File: config.mk
export PLATFORM = sky130hd
export DESIGN_NAME = tcp_rx_demux
export DESIGN_NICKNAME = d
export VERILOG_FILES = /design/src/rtl/tcp_rx_demux.sv
export SDC_FILE = /design/constraint.sdc
export NUM_CORES = 1
export LEC_CHECK = 0
export CAP_MARGIN = 0
export CORE_AREA = 4 4 197 199
export CTS_CLUSTER_SIZE = 12
export DETAILED_ROUTE_END_ITERATION = 10
export DIE_AREA = 0 0 201 203
export GPL_ROUTABILITY_DRIVEN = 0
export PLACE_DENSITY_LB_ADDON = 0.1
export SLEW_MARGIN = 40
export SYNTH_ARGS = -nofsm -noshare
export SYNTH_HDL_FRONTEND = slang
export SYNTH_SLANG_ARGS = --single-unit
File: constraint.sdc
create_clock -name i_clk -period 2.45 [get_ports i_clk]
set_input_delay 0.49 -clock i_clk [delete_from_list [all_inputs] [get_ports i_clk]]
set_output_delay 0.49 -clock i_clk [all_outputs]
set_load 0.1 [all_outputs]
File: src/rtl/tcp_rx_demux.sv
// TCP receive demux: parses the TCP source/destination ports of each IP frame and
// steers the whole frame to the lowest-indexed matching stream, or drops and counts it.
module tcp_rx_demux #(
    parameter int NUM_TCP    = 8,
    parameter int DATA_WIDTH = 8
) (
    input  logic                    i_clk,
    input  logic                    i_rst_n,
    input  logic                    s_ip_hdr_valid,
    output logic                    s_ip_hdr_ready,
    input  logic [7:0]              s_ip_protocol,
    input  logic [31:0]             s_ip_source_ip,
    input  logic [31:0]             s_ip_dest_ip,
    input  logic [15:0]             s_ip_length,
    input  logic [DATA_WIDTH-1:0]   s_ip_payload_tdata,
    input  logic                    s_ip_payload_tvalid,
    output logic                    s_ip_payload_tready,
    input  logic                    s_ip_payload_tlast,
    input  logic [NUM_TCP-1:0]      i_stream_en,
    input  logic [16*NUM_TCP-1:0]   i_local_port,
    input  logic [16*NUM_TCP-1:0]   i_remote_port,
    output logic [NUM_TCP-1:0]      m_ip_hdr_valid,
    input  logic [NUM_TCP-1:0]      m_ip_hdr_ready,
    output logic [7:0]              m_ip_protocol,
    output logic [31:0]             m_ip_source_ip,
    output logic [31:0]             m_ip_dest_ip,
    output logic [15:0]             m_ip_length,
    output logic [DATA_WIDTH-1:0]   m_ip_payload_tdata,
    output logic [NUM_TCP-1:0]      m_ip_payload_tvalid,
    input  logic [NUM_TCP-1:0]      m_ip_payload_tready,
    output logic                    m_ip_payload_tlast,
    output logic [15:0]             o_drop_count
);

    localparam int unsigned SEL_W = (NUM_TCP > 1) ? $clog2(NUM_TCP) : 1;

    typedef enum logic [2:0] {IDLE, PARSE, HDR_OUT, REPLAY, PASS, DROP} state_t;

    state_t                 state;
    logic [DATA_WIDTH-1:0]  byte_buf [4];
    logic [1:0]             idx;
    logic [1:0]             rep_idx;
    logic                   last3;
    logic [SEL_W-1:0]       sel;
    logic [NUM_TCP-1:0]     sel_oh;
    logic [15:0]            src_port;
    logic [15:0]            dst_port;
    logic                   match_any;
    logic [SEL_W-1:0]       match_sel;
    logic                   s_beat;

    assign sel_oh   = NUM_TCP'(1) << sel;
    assign s_beat   = s_ip_payload_tvalid && s_ip_payload_tready;
    // Destination port's low byte is the byte being accepted right now.
    assign src_port = 16'({byte_buf[0], byte_buf[1]});
    assign dst_port = 16'({byte_buf[2], s_ip_payload_tdata});

    // Lowest-index enabled stream whose local/remote ports match (remote 0 = any).
    always_comb begin
        match_any = 1'b0;
        match_sel = '0;
        for (int i = NUM_TCP - 1; i >= 0; i--) begin
            if (i_stream_en[i] && (i_local_port[16*i +: 16] == dst_port) &&
                ((i_remote_port[16*i +: 16] == 16'd0) || (i_remote_port[16*i +: 16] == src_port))) begin
                match_any = 1'b1;
                match_sel = SEL_W'(i);
            end
        end
    end

    // Payload/header steering; PASS is a zero-latency combinational path.
    always_comb begin
        s_ip_payload_tready = 1'b0;
        m_ip_hdr_valid      = '0;
        m_ip_payload_tvalid = '0;
        m_ip_payload_tdata  = byte_buf[rep_idx];
        m_ip_payload_tlast  = 1'b0;
        unique case (state)
            PARSE, DROP: s_ip_payload_tready = 1'b1;
            HDR_OUT:     m_ip_hdr_valid = sel_oh;
            REPLAY: begin
                m_ip_payload_tvalid = sel_oh;
                m_ip_payload_tlast  = (rep_idx == 2'd3) && last3;
            end
            PASS: begin
                s_ip_payload_tready = m_ip_payload_tready[sel];
                m_ip_payload_tvalid = s_ip_payload_tvalid ? sel_oh : '0;
                m_ip_payload_tdata  = s_ip_payload_tdata;
                m_ip_payload_tlast  = s_ip_payload_tlast;
            end
            default: ;
        endcase
    end

    always_ff @(posedge i_clk or negedge i_rst_n) begin
        if (!i_rst_n) begin
            state          <= IDLE;
            s_ip_hdr_ready <= 1'b0;
            m_ip_protocol  <= '0;
            m_ip_source_ip <= '0;
            m_ip_dest_ip   <= '0;
            m_ip_length    <= '0;
            for (int i = 0; i < 4; i++) byte_buf[i] <= '0;
            idx            <= '0;
            rep_idx        <= '0;
            last3          <= 1'b0;
            sel            <= '0;
            o_drop_count   <= '0;
        end else begin
            unique case (state)
                IDLE: begin
                    if (s_ip_hdr_valid && s_ip_hdr_ready) begin
                        m_ip_protocol  <= s_ip_protocol;
                        m_ip_source_ip <= s_ip_source_ip;
                        m_ip_dest_ip   <= s_ip_dest_ip;
                        m_ip_length    <= s_ip_length;
                        idx            <= '0;
                        s_ip_hdr_ready <= 1'b0;
                        state          <= (s_ip_protocol == 8'h06) ? PARSE : DROP;
                    end else begin
                        s_ip_hdr_ready <= 1'b1;
                    end
                end
                PARSE: begin
                    if (s_beat) begin
                        byte_buf[idx] <= s_ip_payload_tdata;
                        if (idx == 2'd3) begin
                            if (match_any) begin
                                sel     <= match_sel;
                                last3   <= s_ip_payload_tlast;
                                rep_idx <= '0;
                                state   <= HDR_OUT;
                            end else if (s_ip_payload_tlast) begin
                                if (o_drop_count != 16'hFFFF) o_drop_count <= o_drop_count + 16'd1;
                                s_ip_hdr_ready <= 1'b1;
                                state          <= IDLE;
                            end else begin
                                state <= DROP;
                            end
                        end else if (s_ip_payload_tlast) begin
                            if (o_drop_count != 16'hFFFF) o_drop_count <= o_drop_count + 16'd1;
                            s_ip_hdr_ready <= 1'b1;
                            state          <= IDLE;
                        end else begin
                            idx <= idx + 2'd1;
                        end
                    end
                end
                HDR_OUT: begin
                    if (m_ip_hdr_ready[sel]) state <= REPLAY;
                end
                REPLAY: begin
                    if (m_ip_payload_tready[sel]) begin
                        rep_idx <= rep_idx + 2'd1;
                        if (rep_idx == 2'd3) begin
                            if (last3) begin
                                s_ip_hdr_ready <= 1'b1;
                                state          <= IDLE;
                            end else begin
                                state <= PASS;
                            end
                        end
                    end
                end
                PASS: begin
                    if (s_beat && s_ip_payload_tlast) begin
                        s_ip_hdr_ready <= 1'b1;
                        state          <= IDLE;
                    end
                end
                DROP: begin
                    if (s_beat && s_ip_payload_tlast) begin
                        if (o_drop_count != 16'hFFFF) o_drop_count <= o_drop_count + 16'd1;
                        s_ip_hdr_ready <= 1'b1;
                        state          <= IDLE;
                    end
                end
                default: state <= IDLE;
            endcase
        end
    end

endmodule

==> impl_metrics.toml <==
[sta]
tightest_slew_ps = 782
fin_ws_ps = -314
hold_viol = 0
rsz0062_at_grt = "yes"
maxSlewHeadroom = 0.479
finalSetupViolations = 25
fmax_mhz = 362
min_period_over_period = 1.13
slew_violations = 0
fin_tns_setup_ps = -5020
fin_skew_ps = 7.87
min_period_ps = 2760

[die]
die_w_um = 201
die_h_um = 203
die_area_mm2 = 0.0408
io_pins = 512
num_rows = 71
initial_core_util = 0.272
core_area_mm2 = 0.0372

[critical_path]
crit_type = "in2reg"
critPathTopFamily = "buffers and inverters"
crit_start = "s_ip_payload_tdata[0]"
crit_required_ps = 2760
cp-end-kind = "flop"
reg2reg_depth = 12
cp_num_cells = 12
start_kind = "primary input"
worstReg2RegStart = "byte_buf[26]"
cp_num_buf_inv = 4
critPathMaxFanout = 7
crit_arrival_ps = 3070
cpPeakStageDelay_ps = 450
crit_top_cell = "buf_12"
slowest_stage = "clkdlybuf4s50_1"
path_cells = "clkdlybuf4s50_1, buf_6, xor2_1, nor3_1, nand3_1, a211o_1, nor4b_4, a21oi_4, buf_12, buf_12, nor2_4, mux2_4"

[clocking]
cts_buffers = 17
clockBufferDepth = 2
cts_root_buffer = "clkbuf_16"
cts.sinks = 148
clk-insertion-delay-late_ps = 420
clkTransAtPathRegs_ps = 60
ctsHtreeMaxLevel = 4
cts_tree = "done"
postCtsHoldBufs = 0

[placement]
post_dp_cell_area_mm2 = 0.0170
dp_hpwl_mm = 39.2
port_buffers = 511

[global_routing]
antenna_found_initial = 4
grt_overflow = 0
grt_pass1_wl_mm = 70.9
grt.total_usage = 0.228
grt_max_degree = 53
grt_pass1_vias = 10674

[detailed_routing]
drt_pass1_iterations = 4
ant_nets = 0
route.detailed.drc = 0
viasPerCell = 4.83
wl_per_cell_um = 23.5
drt_wl_total_mm = 48.1
drt-initial-drc-count = 344
num_vias = 9886

[synth]
ys_seq_area_frac = 0.366
synth_nets = 1309
async_reset_ff_frac = 1.00
yosys_warnings = 0
synth-edff-count = 0
ys_ff_latch = 148
synth_largest_area_cell = "dfrtp_1"
synthTopCellsByArea = "dfrtp_1 37%, xor2_1 20%, mux2_2 14%, nor4_1 5.4%, xnor2_1 3.2%"
synth_cell_types = 63
synthCells = 922
synth_ff_type = "dfrtp_1"
syn_area_mm2 = 0.0101
synth_area_per_cell_um2 = 11.0
synth_top_area_frac = 0.366

[power_and_ir_drop]
powerDensity_mw_per_mm2 = 1260
peakVddDrop_mv = 1.20
p_leak_nw = 7.64

[layout]
fill_cells = 3436
area_growth_pct = 80.5
drive_above_1_share = 0.362
layout.nets = 1944
design_area_mm2 = 0.0183
final_cell_mix = "375 x clkdlybuf4s50_1, 229 x xor2_1, 215 x buf_4, 129 x dfrtp_1, 121 x mux2_2"
final_common_cell = "clkdlybuf4s50_1"

[status]
status = "finished, violations left"
violations = "setup timing"

[job]
drv_cap = 0

[hold_path]
hold_class = "in2async"
-- per-layer routing --
layer | wire length (um) | global-route usage | vias up | part of all wire
met3 | 3480 | 0.0682 | 45 | 0.072
met1 | 19500 | 0.272 | 4881 | 0.41
met2 | 24300 | 0.408 | 397 | 0.50
li1 | - | - | 4561 | -
met5 | 13 | 0 | - | 0.00027
met4 | 768 | 0.0519 | 2 | 0.016
-- registers in the layout, indices dropped and copies added (netlist names) --
register	flops
rep_idx	2
o_drop_count	16
state	3
sel	3
idx	2
m_ip_length	16
m_ip_protocol	8
s_ip_hdr_ready	1
m_ip_source_ip	32
last3	1
byte_buf	32
m_ip_dest_ip	32
-- what timing repair did --
action,4_1_cts,5_1_grt
resized for setup,66,41
pin swaps,30,18
gates cloned,2,0
buffers inserted,17,13
endpoints found under the setup margin,40,51
-- logic make-up (layout without fill, tap and decap cells) --
group                    after synthesis  in the layout  share of synthesized area
flip-flops                           148            148                      0.366
XOR/XNOR                             266            266                      0.230
AND/OR/NAND/NOR                      248            248                      0.145
multiplexers                         147            147                      0.178
buffers and inverters                 67            715                     0.0421
other                                  0              4                          0
AO/OA/AOI/OAI                         40             40                     0.0316
adder cells (fa/ha/maj)                6              6                    0.00741
-- through the flow --
step                hold WS (ps)  utilization  cells  total power, mW  worst slack, ps
finish                      12.0        0.491   2048             23.0             -314
CTS                         28.8        0.484   2035             22.9             -281
global placement             464        0.456   1986             19.5             -978
floorplan                    194            -    922             14.6             -400
detailed placement           466        0.456   1986             19.6            -1000
global route                31.1        0.491   2047             23.9             -423
-- area by class of cell --
type                    count  area, um^2  area share
inverters                  10        37.5     0.00205
repair buffers            673        6840       0.374
well taps                 474         593      0.0324
multi-input cells         707        6460       0.353
clock inverters            13         170     0.00931
clock buffers              19         453      0.0248
diodes                      4        10.0    0.000547
flip-flops and latches    148        3730       0.204
-- cell usage after synthesis, types with 2 or more instances --
cell type	number
xor2_1	229
dfrtp_1	148
mux2_2	129
nor4_1	88
xnor2_1	37
nand2_1	33
nor2_1	27
nand3_1	25
nand4_1	20
buf_6	16
clkbuf_1	14
nor3_1	13
buf_2	11
buf_4	11
mux4_2	11
inv_1	10
o21ai_0	9
nand2b_1	7
ha_1	6
and3_1	5
buf_1	5
nor3_2	5
a211oi_1	4
a21oi_1	4
a31oi_1	4
mux2_4	4
nand3b_1	4
nor4_2	4
a211o_1	2
o21a_1	2
o21bai_1	2
o22ai_1	2
-- worst paths after layout --
| check | end | slack [ps] |
|---|---|---|
| min in group i_clk | o_drop_count[10] | 470 |
| worst max-delay path | o_drop_count[1] | -310 |
| worst min register to register | o_drop_count[10] | 470 |
| worst min-delay path | o_drop_count[12] | 10 |
| worst max register to register | o_drop_count[1] | -310 |
| max in group asynchronous | byte_buf[13] | 1780 |
-- power by group --
part | internal (mW) | total, mW | leakage [nW] | switching (mW)
registers | 3.53 | 4.33 | 1.79 | 0.802
clock network | 1.67 | 2.78 | 0.309 | 1.11
logic | 5.41 | 15.8 | 5.55 | 10.4
No activity file was read; power rests on OpenSTA's default activity.
